### src/rtl/ex_stage_mdu.sv
// ex_stage_mdu: RV32 execute stage with forwarding, branch resolution and an RV32M unit.
// Define MDU_FAST_MUL_EN for a single-cycle multiplier; otherwise multiply is iterative.
`timescale 1ns/1ps
module ex_stage_mdu #(
    parameter int XLEN = 32
) (
    input  logic            clk,
    input  logic            rst,
    input  logic            flush,
    input  logic            in_valid,
    output logic            in_ready,
    input  logic [4:0]      rs1_addr,
    input  logic [4:0]      rs2_addr,
    input  logic [4:0]      rd,
    input  logic            reg_write,
    input  logic [XLEN-1:0] rs1_data,
    input  logic [XLEN-1:0] rs2_data,
    input  logic            ex_mem_regwrite,
    input  logic            mem_wb_regwrite,
    input  logic [4:0]      ex_mem_rd,
    input  logic [4:0]      mem_wb_rd,
    input  logic [XLEN-1:0] ex_mem_data,
    input  logic [XLEN-1:0] mem_wb_data,
    input  logic [3:0]      alu_ctrl,
    input  logic            md_en,
    input  logic [2:0]      funct3,
    input  logic            alu_src,
    input  logic            alu_src_a,
    input  logic            is_lui,
    input  logic            is_jal,
    input  logic            is_jalr,
    input  logic            branch,
    input  logic [XLEN-1:0] imm,
    input  logic [XLEN-1:0] pc,
    input  logic            pred_taken,
    input  logic [XLEN-1:0] pred_pc,
    output logic            out_valid,
    output logic [XLEN-1:0] out_result,
    output logic [XLEN-1:0] out_rs2,
    output logic [4:0]      out_rd,
    output logic            out_reg_write,
    output logic            redirect,
    output logic [XLEN-1:0] redirect_pc,
    output logic            branch_resolve
);

    localparam int SW = $clog2(XLEN);
    localparam logic [SW-1:0] LAST = SW'(XLEN - 1);

    typedef enum logic [1:0] {IDLE, MUL_BUSY, DIV_BUSY} state_t;

    state_t          state;
    logic [SW-1:0]   cnt;
    logic [2*XLEN-1:0] acc;
    logic [XLEN-1:0] quo, dsr, m_rs2;
    logic            m_neg_q, m_neg_r, m_rw;
    logic [1:0]      m_op;
    logic [4:0]      m_rd;

    logic            accept, is_cf, taken, cond;
    logic            hit1_ex, hit1_wb, hit2_ex, hit2_wb;
    logic [XLEN-1:0] fwd1, fwd2, op_a, op_b, alu_res;
    logic [XLEN-1:0] pc4, target, result_c;
    logic [SW-1:0]   shamt;

    assign in_ready = (state == IDLE);
    assign accept   = in_valid & in_ready & ~flush;

    assign hit1_ex = ex_mem_regwrite & (ex_mem_rd != 5'd0) & (ex_mem_rd == rs1_addr);
    assign hit1_wb = mem_wb_regwrite & (mem_wb_rd != 5'd0) & (mem_wb_rd == rs1_addr);
    assign hit2_ex = ex_mem_regwrite & (ex_mem_rd != 5'd0) & (ex_mem_rd == rs2_addr);
    assign hit2_wb = mem_wb_regwrite & (mem_wb_rd != 5'd0) & (mem_wb_rd == rs2_addr);

    assign fwd1 = hit1_ex ? ex_mem_data : (hit1_wb ? mem_wb_data : rs1_data);
    assign fwd2 = hit2_ex ? ex_mem_data : (hit2_wb ? mem_wb_data : rs2_data);

    assign op_a  = is_lui ? '0 : (alu_src_a ? pc : fwd1);
    assign op_b  = alu_src ? imm : fwd2;
    assign shamt = op_b[SW-1:0];

    always_comb begin
        case (alu_ctrl)
            4'd0:    alu_res = op_a + op_b;
            4'd1:    alu_res = op_a - op_b;
            4'd2:    alu_res = op_a & op_b;
            4'd3:    alu_res = op_a | op_b;
            4'd4:    alu_res = op_a ^ op_b;
            4'd5:    alu_res = op_a << shamt;
            4'd6:    alu_res = op_a >> shamt;
            4'd7:    alu_res = XLEN'($signed(op_a) >>> shamt);
            4'd8:    alu_res = {{(XLEN-1){1'b0}}, $signed(op_a) < $signed(op_b)};
            4'd9:    alu_res = {{(XLEN-1){1'b0}}, op_a < op_b};
            default: alu_res = '0;
        endcase
    end

    always_comb begin
        case (funct3)
            3'd0:    cond = (fwd1 == fwd2);
            3'd1:    cond = (fwd1 != fwd2);
            3'd4:    cond = $signed(fwd1) < $signed(fwd2);
            3'd5:    cond = $signed(fwd1) >= $signed(fwd2);
            3'd6:    cond = fwd1 < fwd2;
            3'd7:    cond = fwd1 >= fwd2;
            default: cond = 1'b0;
        endcase
    end

    assign is_cf  = ~md_en & (is_jal | is_jalr | branch);
    assign taken  = is_jal | is_jalr | (branch & cond);
    assign pc4    = pc + XLEN'(4);
    assign target = is_jalr ? ((fwd1 + imm) & ~XLEN'(1)) : (pc + imm);

    assign redirect_pc    = taken ? target : pc4;
    assign branch_resolve = accept & is_cf;
    assign redirect       = accept & is_cf &
                            ((pred_taken != taken) | (taken & (pred_pc != target)));

    // M-extension operand conditioning: work on magnitudes, fix signs at the end
    logic            md_div, sgn_a, sgn_b, neg_a, neg_b;
    logic            div_zero, div_ovf, go_div, go_mul;
    logic [XLEN-1:0] abs_a, abs_b, md_fast;

    assign md_div   = funct3[2];
    assign sgn_a    = md_div ? ~funct3[0] : (funct3[1:0] != 2'b11);
    assign sgn_b    = md_div ? ~funct3[0] : ~funct3[1];
    assign neg_a    = sgn_a & fwd1[XLEN-1];
    assign neg_b    = sgn_b & fwd2[XLEN-1];
    assign abs_a    = neg_a ? -fwd1 : fwd1;
    assign abs_b    = neg_b ? -fwd2 : fwd2;
    assign div_zero = (fwd2 == '0);
    assign div_ovf  = ~funct3[0] & (fwd1 == {1'b1, {(XLEN-1){1'b0}}}) & (&fwd2);
    assign go_div   = accept & md_en & md_div & ~(div_zero | div_ovf);

`ifdef MDU_FAST_MUL_EN
    logic [2*XLEN-1:0] ext_a, ext_b, prod_f;
    assign ext_a  = {{XLEN{sgn_a & fwd1[XLEN-1]}}, fwd1};
    assign ext_b  = {{XLEN{sgn_b & fwd2[XLEN-1]}}, fwd2};
    assign prod_f = ext_a * ext_b;
    assign go_mul = 1'b0;
`else
    assign go_mul = accept & md_en & ~md_div;
`endif

    always_comb begin
        md_fast = '0;
        if (md_div) begin
            if (div_zero)
                md_fast = funct3[1] ? fwd1 : '1;
            else if (div_ovf)
                md_fast = funct3[1] ? '0 : fwd1;
        end else begin
`ifdef MDU_FAST_MUL_EN
            md_fast = (funct3[1:0] == 2'b00) ? prod_f[XLEN-1:0]
                                             : prod_f[2*XLEN-1:XLEN];
`endif
        end
    end

    assign result_c = md_en ? md_fast : ((is_jal | is_jalr) ? pc4 : alu_res);

    // one restoring-divide step and one shift-add multiply step per busy cycle
    logic [XLEN:0]     shifted, diff, msum;
    logic              ge;
    logic [XLEN-1:0]   rem_n, quo_n, md_res;
    logic [2*XLEN-1:0] acc_n, prod_i;

    assign shifted = {acc[XLEN-1:0], quo[XLEN-1]};
    assign diff    = shifted - {1'b0, dsr};
    assign ge      = ~diff[XLEN];
    assign rem_n   = ge ? diff[XLEN-1:0] : shifted[XLEN-1:0];
    assign quo_n   = {quo[XLEN-2:0], ge};
    assign msum    = {1'b0, acc[2*XLEN-1:XLEN]} + (acc[0] ? {1'b0, dsr} : '0);
    assign acc_n   = {msum, acc[XLEN-1:1]};
    assign prod_i  = m_neg_q ? -acc_n : acc_n;

    always_comb begin
        if (state == DIV_BUSY) begin
            if (m_op[1])
                md_res = m_neg_r ? -rem_n : rem_n;
            else
                md_res = m_neg_q ? -quo_n : quo_n;
        end else begin
            md_res = (m_op == 2'b00) ? prod_i[XLEN-1:0] : prod_i[2*XLEN-1:XLEN];
        end
    end

    always_ff @(posedge clk or negedge rst) begin
        if (!rst) begin
            state         <= IDLE;
            cnt           <= '0;
            acc           <= '0;
            quo           <= '0;
            dsr           <= '0;
            m_rs2         <= '0;
            m_neg_q       <= 1'b0;
            m_neg_r       <= 1'b0;
            m_rw          <= 1'b0;
            m_op          <= 2'b00;
            m_rd          <= 5'd0;
            out_valid     <= 1'b0;
            out_result    <= '0;
            out_rs2       <= '0;
            out_rd        <= 5'd0;
            out_reg_write <= 1'b0;
        end else begin
            out_valid <= 1'b0;
            unique case (state)
                IDLE: begin
                    if (go_div || go_mul) begin
                        state   <= go_div ? DIV_BUSY : MUL_BUSY;
                        cnt     <= '0;
                        acc     <= go_div ? '0 : {{XLEN{1'b0}}, abs_a};
                        quo     <= abs_a;
                        dsr     <= abs_b;
                        m_neg_q <= neg_a ^ neg_b;
                        m_neg_r <= neg_a;
                        m_op    <= funct3[1:0];
                        m_rd    <= rd;
                        m_rw    <= reg_write;
                        m_rs2   <= fwd2;
                    end else if (accept) begin
                        out_valid     <= 1'b1;
                        out_result    <= result_c;
                        out_rs2       <= fwd2;
                        out_rd        <= rd;
                        out_reg_write <= reg_write;
                    end
                end
                default: begin
                    if (flush) begin
                        state <= IDLE;
                        cnt   <= '0;
                    end else begin
                        if (state == DIV_BUSY) begin
                            acc[XLEN-1:0] <= rem_n;
                            quo           <= quo_n;
                        end else begin
                            acc <= acc_n;
                        end
                        if (cnt == LAST) begin
                            state         <= IDLE;
                            cnt           <= '0;
                            out_valid     <= 1'b1;
                            out_result    <= md_res;
                            out_rs2       <= m_rs2;
                            out_rd        <= m_rd;
                            out_reg_write <= m_rw;
                        end else begin
                            cnt <= cnt + 1'b1;
                        end
                    end
                end
            endcase
        end
    end

endmodule

### config.mk
export PLATFORM = sky130hd
export DESIGN_NAME = ex_stage_mdu
export DESIGN_NICKNAME = d
export VERILOG_FILES = /design/src/rtl/ex_stage_mdu.sv
export SDC_FILE = /design/constraint.sdc
export NUM_CORES = 2
export LEC_CHECK = 0
export BUFFER_PORTS_ARGS = -buffer_cell sky130_fd_sc_hd__clkbuf_2
export CAP_MARGIN = 5
export CORE_AREA = 2 2 302 304
export DETAILED_ROUTE_END_ITERATION = 10
export DIE_AREA = 0 0 304 306
export PLACE_DENSITY_LB_ADDON = 0.2
export SLEW_MARGIN = 20
export SYNTH_ARGS = -nofsm -noshare
export SYNTH_HDL_FRONTEND = slang
export SYNTH_SLANG_ARGS = --single-unit
### constraint.sdc
create_clock -name clk -period 13.9 [get_ports clk]
set_clock_uncertainty 0.15 [all_clocks]
set_input_delay 0.695 -clock clk [delete_from_list [all_inputs] [get_ports clk]]
set_output_delay 0.695 -clock clk [all_outputs]
set_load 0.01 [all_outputs]
==> results.yml <==
grt:
  grt_max_degree: 152
  antenna_found_initial: 25
  grt_first_pass_wirelength_um: 328400
  top_usage_layer: "met2"
  grt_usage_pct: 48.00
  gr-usage-met1_pct: 61.26
  gr-usage-met2_pct: 71.18
  overflow: 0
  grt_pass1_vias: 44910
  grt_use_met3_pct: 13.25
logic_synthesis:
  synth_area_um2: 40060
  synthDistinctLibCells: 112
  ys_warn_count: 0
  seq_area_frac_synth_pct: 15.43
  synth_edf_count: 0
  syn-num-nets: 6244
  async_reset_ff_share_pct: 100.0
  syn_avg_cell_area_um2: 7.030
  ys.flop_type: "dfrtp_1"
  ys_ff_latch: 247
  synth_cells: 5699
critical_path:
  cp_max_fo: 43
  critical_path_class: "in2out"
  slowest_delay_ns: 0.82
  r2r_setup_slack_ns: 6.76
  cpMaxStageDelayCell: "o311ai_0"
  path_cells: "clkbuf_2 > or4_4 > o211ai_1 > buf_4 > or2_2 > buf_4 > a31oi_1 > ha_1 > a21oi_1 > or3b_2 > o311ai_0 > nand3b_1 > a31o_2 > a31oi_1 > xnor2_1 > xor2_1 > nor4_1 > o221ai_1 > nor4_1 > a41o_1 > nand2_1 > clkbuf_2"
  timing.rr.start: "acc[4]$_DFFE_PN0P_"
  reg2reg_to: "out_result[16]$_DFFE_PN0P_"
  crit_path_start: "ex_mem_rd[1]"
  start_kind: "input port"
  required_ns: 13.06
  end_kind: "output port"
  r2r_cells: 19
  arrival_ns: 7.85
power:
  power_uw: 6091
  power_density_nw_per_um2: 137.9
  ir_drop_v: 0.0001135
  power_leakage_uw: 0.01862
drt:
  ant_nets: 0
  drt_iter0_drc: 7906
  routedWlPerCell_um: 33.39
  drcViolationCount: 0
  dr.pass1.iters: 6
  vias: 49790
  drt-vias-per-instance: 7.053
  routed_wirelength_um: 235700
hold_path:
  whs_endpoint: "m_rw$_DFFE_PN0P_"
  hp-start: "reg_write"
  holdPathStages: 3
  worstHoldPathType: "in2reg"
placement:
  hpwl_um: 190400
  placed_cells: 6985
  place_congestion: 1.101
  portBuffers: 376
  dpl-instance-area_um2: 43000
finish:
  nets: 6388
  fin_area_um2: 44180
  drive_gt1_share_pct: 12.37
  fill_cells: 9195
  fin_util_pct: 49.31
  seq_area_um2: 6182
  final_cells: 7059
  final_common_cell: "nand2_1"
  multiInputGateArea_um2: 31610
  syn2layout_area_growth_pct: 10.28
  final_cell_mix: "nand2_1 (673), o21ai_0 (503), nor2_1 (433)"
run_status:
  outcome: "complete, no violations"
cts:
  cts.clk_slew.worst_paths_ns: 0.06
  insertion_delay_ns: 0.65
  clk_path_buf_depth: 3
  ctsResizeCount: 0
  clock_sinks: 247
  cts_tree: "done"
  htreeDepth: 1
  root_buffer: "clkbuf_16"
  cts_buffers: 31
timing:
  slew_headroom_pct: 8.484
  finalCritPeriodShare_pct: 62.56
  hold_viol_final: 0
  drv_slew: 0
  rsz0062_at_grt: "no"
  fmax_ghz: 0.1150
  setup_tns_ns: 0
  worstMarginPinSlew_ns: 1.335
  setup_viol: 0
  period_needed_ns: 8.696
floorplanning:
  placementRows: 110
  dieArea_um2: 93020
  die_w_um: 304
  start_util_pct: 44.71
  die_y_um: 306
  core-area_um2: 89600
  boundaryPins: 377
flow_run:
  maxCapViolations: 0
-- where the power goes --
part / internal (µW) / total [µW] / switching [µW]
registers: 889 / 1190 / 299
clock network: 536 / 919 / 383
logic: 1300 / 3980 / 2690
-- per-layer routing --
metal  routed length (µm)  up-vias
met5                  164        -
met1                90150    23730
li1                     -    21550
met3                29560      782
met4                18260       16
met2                97530     3709
-- area by class of cell --
class	instances	area share, %
Clock inverter	15	0.5296
Clock buffer	42	1.985
Tap cell	1176	3.330
Timing Repair Buffer	510	6.593
Antenna cell	16	0.09063
Multi-Input combinational cell	4825	71.54
Inverter	228	1.937
Sequential cell	247	13.99
-- through the flow --
step,hold slack [ns],worst slack [ns]
2_1_floorplan,0.2494,6.628
6_report,0.1111,5.204
4_1_cts,0.09800,5.361
3_3_place_gp,0.3070,5.440
5_1_grt,0.1196,4.900
3_5_place_dp,0.3123,5.368
-- how the worst max path moves through the flow --
stage,to,slack (ns),cells past startpoint
floorplan,redirect,6.63,27
global placement,redirect,5.44,22
detailed placement,redirect,5.37,22
CTS,redirect,5.36,22
global route,redirect,4.90,22
finish,redirect,5.20,22
-- worst max-delay path, delay by kind of cell --
family,cells,cell delay [ns]
XOR/XNOR,2,0.28
buffers and inverters,4,1.11
AO/OA/AOI/OAI,8,2.65
adder cells (fa/ha/maj),1,0.50
AND/OR/NAND/NOR,7,2.60
-- timing repair --
action,CTS,global route
hold buffers,1,0
endpoints found under the hold margin,19,0
buffers inserted,0,0
-- registers in the layout (all words and copies together) (netlist names), 5 cells and up --
name / count
out_rs2: 32
acc: 64
m_rs2: 31
dsr: 32
out_result: 32
cnt: 5
m_rd: 5
quo: 32
out_rd: 5
-- kinds of logic (layout without fill, tap and decap cells) --
kind of cell               count (synthesis)  count (layout)  share of synthesized area, %
AOI/OAI and AO/OA                       2020            2020                         33.04
xor gates and xnor gates                 327             327                         7.324
adders and majority gates                274             274                         8.670
buffers and inverters                    627             795                         6.193
DFF                                      247             247                         15.43
muxes                                    197             197                         5.216
other                                      0              16                             0
and+or+nand+nor                         2007            2007                         24.13
-- cell usage after synthesis (all sizes together), types with 90 or more instances --
library cell / count / area (µm²)
dfrtp: 247 / 6181
a211oi: 100 / 755.7
nor3: 168 / 860.8
nand3: 173 / 865.8
o31ai: 108 / 815.8
o21ai: 593 / 2968
a31oi: 127 / 800.8
ha: 268 / 3353
mux2i: 158 / 1594
nand2: 675 / 2536
xnor2: 202 / 1769
clkbuf: 309 / 1160
a21oi: 376 / 1886
xor2: 120 / 1051
nor2: 440 / 1654
and2: 93 / 581.8
buf: 90 / 465.4
inv: 223 / 837.1
No activity file was read; power rests on OpenSTA's default activity.
